File: src/rtl/mux6_rr_sched_pkg.sv
// mux6_rr_sched_pkg: shared FSM states and sizing for the round-robin mux scheduler
package mux6_rr_sched_pkg;
  typedef enum logic {IDLE = 1'b0, HOLD = 1'b1} state_t;
  localparam int N_SRC = 6;
  localparam int SEL_W = 3;
endpackage

File: src/rtl/mux6_rr_sched_sel_mux6.sv
// sel_mux6: 6:1 single-bit mux, zero for out-of-range selects
module sel_mux6
  import mux6_rr_sched_pkg::*;
(
  input  logic [N_SRC-1:0] d,
  input  logic [SEL_W-1:0] sel,
  output logic             y
);
  logic [7:0] dx;
  assign dx = {2'b00, d};
  assign y = dx[sel];
endmodule

File: src/rtl/mux6_rr_sched.sv
// mux6_rr_sched: round-robin arbiter over six sources driving a registered mux select
module mux6_rr_sched
  import mux6_rr_sched_pkg::*;
#(
  parameter int CNT_W = 8
) (
  input  logic             clk,
  input  logic             rst,
  input  logic [N_SRC-1:0] req,
  input  logic [N_SRC-1:0] D,
  input  logic             out_ready,
  output logic [SEL_W-1:0] s,
  output logic [N_SRC-1:0] gnt,
  output logic             out_valid,
  output logic             out_data,
  output logic [CNT_W-1:0] xfer_cnt
);
  state_t state, state_n;
  logic [SEL_W-1:0] ptr, ptr_n, s_n;
  logic [N_SRC-1:0] gnt_n;
  logic ov_n;
  logic [CNT_W-1:0] cnt_n;
  logic [SEL_W:0] pick;
  // returns {found, index}; scanned backwards so the lowest offset from p wins
  function automatic logic [SEL_W:0] rr_pick(input logic [N_SRC-1:0] r, input logic [SEL_W-1:0] p);
    int k;
    rr_pick = '0;
    for (int i = N_SRC - 1; i >= 0; i--) begin
      k = int'(p) + i;
      k = (k >= N_SRC) ? k - N_SRC : k;
      if (r[k]) rr_pick = {1'b1, 3'(k)};
    end
  endfunction
  assign pick = rr_pick(req, ptr);
  always_comb begin
    state_n = state;
    s_n = s;
    gnt_n = gnt;
    ov_n = out_valid;
    ptr_n = ptr;
    cnt_n = xfer_cnt;
    if (state == IDLE && pick[SEL_W]) begin
      state_n = HOLD;
      s_n = pick[SEL_W-1:0];
      gnt_n = 6'b000001 << pick[SEL_W-1:0];
      ov_n = 1'b1;
    end else if (state == HOLD && out_ready) begin
      state_n = IDLE;
      gnt_n = '0;
      ov_n = 1'b0;
      ptr_n = (s == 3'd5) ? 3'd0 : s + 3'd1;
      cnt_n = xfer_cnt + 1'b1;
    end
  end
  always_ff @(posedge clk or posedge rst) begin
    if (rst) begin
      state <= IDLE;
      s <= '0;
      gnt <= '0;
      out_valid <= 1'b0;
      ptr <= '0;
      xfer_cnt <= '0;
    end else begin
      state <= state_n;
      s <= s_n;
      gnt <= gnt_n;
      out_valid <= ov_n;
      ptr <= ptr_n;
      xfer_cnt <= cnt_n;
    end
  end
  sel_mux6 u_mux (
    .d  (D),
    .sel(s),
    .y  (out_data)
  );
endmodule

File: config.mk
export PLATFORM = sky130hd
export DESIGN_NAME = mux6_rr_sched
export DESIGN_NICKNAME = d
export VERILOG_FILES = /design/src/rtl/mux6_rr_sched_pkg.sv /design/src/rtl/mux6_rr_sched_sel_mux6.sv /design/src/rtl/mux6_rr_sched.sv
export SDC_FILE = /design/constraint.sdc
export NUM_CORES = 1
export LEC_CHECK = 0
export ABC_AREA = 1
export BUFFER_PORTS_ARGS = -buffer_cell sky130_fd_sc_hd__buf_2
export CAP_MARGIN = 20
export CORE_UTILIZATION = 55
export CTS_CLUSTER_SIZE = 40
export DETAILED_ROUTE_END_ITERATION = 12
export GPL_TIMING_DRIVEN = 1
export PLACE_DENSITY = 0.87
export SYNTH_ARGS = -nofsm -noshare
export SYNTH_HDL_FRONTEND = slang
export SYNTH_SLANG_ARGS = --single-unit
File: constraint.sdc
create_clock -name clk -period 8.35 [get_ports clk]
set_input_delay 0.835 -clock clk [delete_from_list [all_inputs] [get_ports clk]]
set_output_delay 0.835 -clock clk [all_outputs]
set_load 0.05 [all_outputs]
==> flow_summary_export.csv <==
group,metric,value,unit
global_routing,grt_pass1_wl,7217,µm
timing,whs,485.3,ps
timing,finalSetupViolations,0,
global_routing,overflow,0,
cells_and_area,syn_to_final_growth,12.33,%
yosys,muxShareOfSynthArea,0,%
drt,ant_nets,0,
yosys,synth_cells,298,
timing,fmax,0.3195,GHz
floorplan,io_pins,34,
yosys,synthAdderAreaFrac,8.895,%
yosys,synth-seq-cells,21,
yosys,synth.most_common_cell,"nand2_1",
timing,skew,2.029,ps
clock_tree,root_buffer,"clkbuf_4",
cells_and_area,fillers,310,
global_routing,grt_start_max_net_pins,22,
yosys,synth_top_area_share,26.68,%
clock_tree,path_clk_slew,120,ps
timing,slew_violations,0,
clock_tree,clock-sinks,21,
yosys,synth_top_area_cell,"dfrtp_1",
drt,dr.pass1.iters,5,
worst_setup_path,crit_arrival,3350,ps
cells_and_area,layout-drive-gt1-share,22.75,%
floorplan,fp.dieH,61.84,µm
flow_run,drv_cap,0,
yosys,yosysWarnings,0,
placed_design,portBuffers,33,
yosys,mappedNetlistNets,327,
yosys,synth_xor_xnor_area_share,4.003,%
timing,finalSetupTns,0,ps
drt,viasPerCell,5.242,
global_routing,first_global_vias,1750,
timing,rsz0062_at_grt,"false",
clock_tree,post_cts_resized,0,
worst_hold_path,hold_path_class,"reg -> reg",
worst_setup_path,critPathCaptureType,"flop",
worst_hold_path,worstHoldStart,"xfer_cnt[7]",
timing,maxSlewHeadroom,49.77,%
yosys,synth_top_family_by_area,"simple AND/OR/NAND/NOR gates",
timing,fin_crit,3130,ps
cells_and_area,n_antenna_cell,0,
placed_design,dp_hpwl,3714,µm
drt,drtIter0Drc,177,
global_routing,grt_usage,25.82,%
clock_tree,cts_buffers,3,
yosys,synth_edf_count,0,
global_routing,antenna_found_initial,0,
drt,routedWlPerCell,12.13,µm
yosys,synth_compound_area_share,6.671,%
drt,drt_wl_total,4609,µm
clock_tree,cts.path.max_buffers,2,
yosys,synth_area,1969,µm²
clock_tree,cts_hold_buf,0,
clock_tree,post-cts-setup-buffers,0,
timing,hold_viol_final,0,
floorplan,die_w,61.84,µm
yosys,ys_top_cells_by_count,"nand2_1 (98), nand3_1 (39), inv_1 (31)",
yosys,synth_cell_type_count,29,
clock_tree,clk_latency,320,ps
yosys,ys.flop_type,"dfrtp_1",
worst_setup_path,start_kind,"flop",
floorplan,die_area,3824,µm²
floorplan,start_util,58.10,%
worst_setup_path,cp-startpoint,"ptr[0]",
placed_design,gp_congestion,0.9316,
yosys,synthSimpleGateAreaFrac,45.04,%
clock_tree,cts_tree,"built",
cells_and_area,fin_nets,364,
floorplan,core,3390,µm²
yosys,avgSynthCellArea,6.609,µm²
timing,worst_pin_slew,752.6,ps
worst_setup_path,crit_fanout,16,
clock_tree,htree_levels,1,
yosys,ys_seq_area_share,26.68,%
yosys,synth_area_leaders,"dfrtp_1 (27%), nand2_1 (19%), nand3_1 (9.9%), ha_1 (8.9%), inv_1 (5.9%)",
drt,drc_errors,0,
worst_setup_path,rr_startpoint,"ptr[0]",
run_status,status,"completed",
worst_setup_path,crit_type,"reg -> reg",
yosys,async_flop_share,100.0,%
drt,vias,1992,
floorplan,rows,21,
worst_setup_path,required,8570,ps
timing,fin_crit_sh,37.49,%
metrics by stage:
step | setup slack (ps) | std cells | area [µm²] | util, %
finish | 5220 | 380 | 2212 | 65.26
global route | 4830 | 380 | 2212 | 65.26
CTS | 5255 | 380 | 2212 | 65.26
detailed placement | 5284 | 376 | 2185 | 64.45
global placement | 5381 | 376 | 2185 | 64.45
floorplan | 4975 | 298 | 1969 | -
worst paths after layout:
| kind | end | slack (ps) | depth (start not counted) |
|---|---|---|---|
| hold / removal | xfer_cnt[7] | 490 | 1 |
| max in group asynchronous | xfer_cnt[3] | 7260 | 2 |
| setup reg to reg | s[0] | 5220 | 18 |
| min in group asynchronous | gnt[2] | 630 | 2 |
| hold reg to reg | xfer_cnt[7] | 490 | 1 |
| setup / recovery | s[0] | 5220 | 18 |
registers in the layout (all words and copies together) (netlist names):
signal,cells
s,3
xfer_cnt,8
ptr,3
state,1
gnt,6
cells in the final DEF (no fill, tap or decap):
cell type / instances
nand3b_1: 2
clkbuf_4: 3
nand2_1: 98
o21ai_0: 7
o21ai_1: 5
xor2_1: 7
nand4_1: 1
xnor2_1: 2
o22ai_1: 2
buf_2: 33
nor2_4: 2
nor2_8: 1
a21oi_1: 2
ha_1: 14
nand2b_1: 1
nor2_1: 17
nand3_2: 7
o21bai_1: 2
clkinv_2: 1
inv_2: 11
o41ai_1: 1
nand3_1: 39
o21a_1: 1
inv_4: 1
nor2_2: 4
o32ai_1: 1
dfrtp_1: 21
nor3_1: 4
inv_1: 31
nand2_2: 12
o21ai_2: 1
per-layer routing:
metal  routed length [µm]  share of wire [%]  GRT usage [%]  vias up
met5                    0                  0              0        -
met4                   82                1.8          9.206        0
met3                  210                4.6          4.348       10
met2                 2151                 47          43.63       58
met1                 2164                 47          33.29      908
li1                     -                  -              -     1016
critical path, stage by stage, from the launching register on:
cell and delay (ps):
dfrtp_1 670, inv_2 180, ha_1 500, inv_2 130, ha_1 210, nor2_1 80, nand2_1 80, inv_2 90
nand2_1 50, o21ai_1 160, nand3_2 140, nand2_1 130, nand3_2 110, nand2_1 70, nand3_1 80, nand2_2 100
inv_1 70, nor2_2 100, a21oi_1 50
kinds of logic (layout without fill, tap and decap cells):
logic type / count (synthesis) / count (layout)
compound gates: 22 / 22
buf+inv: 44 / 80
fa+ha+maj: 14 / 14
flops: 21 / 21
simple gates: 188 / 188
xor+xnor: 9 / 9
area by class of cell:
cell class / instances / area (µm²) / share of cell area, %
clock inverters: 1 / 5.005 / 0.2262
multi-input cells: 233 / 1272 / 57.52
flip-flops and latches: 21 / 525.5 / 23.76
repair buffers: 33 / 165.2 / 7.466
clock buffers: 3 / 22.52 / 1.018
inverters: 43 / 163.9 / 7.409
well taps: 46 / 57.56 / 2.602
Power is not shown: default switching activity piles up to over one toggle a cycle in this logic, so the estimate is an artifact.
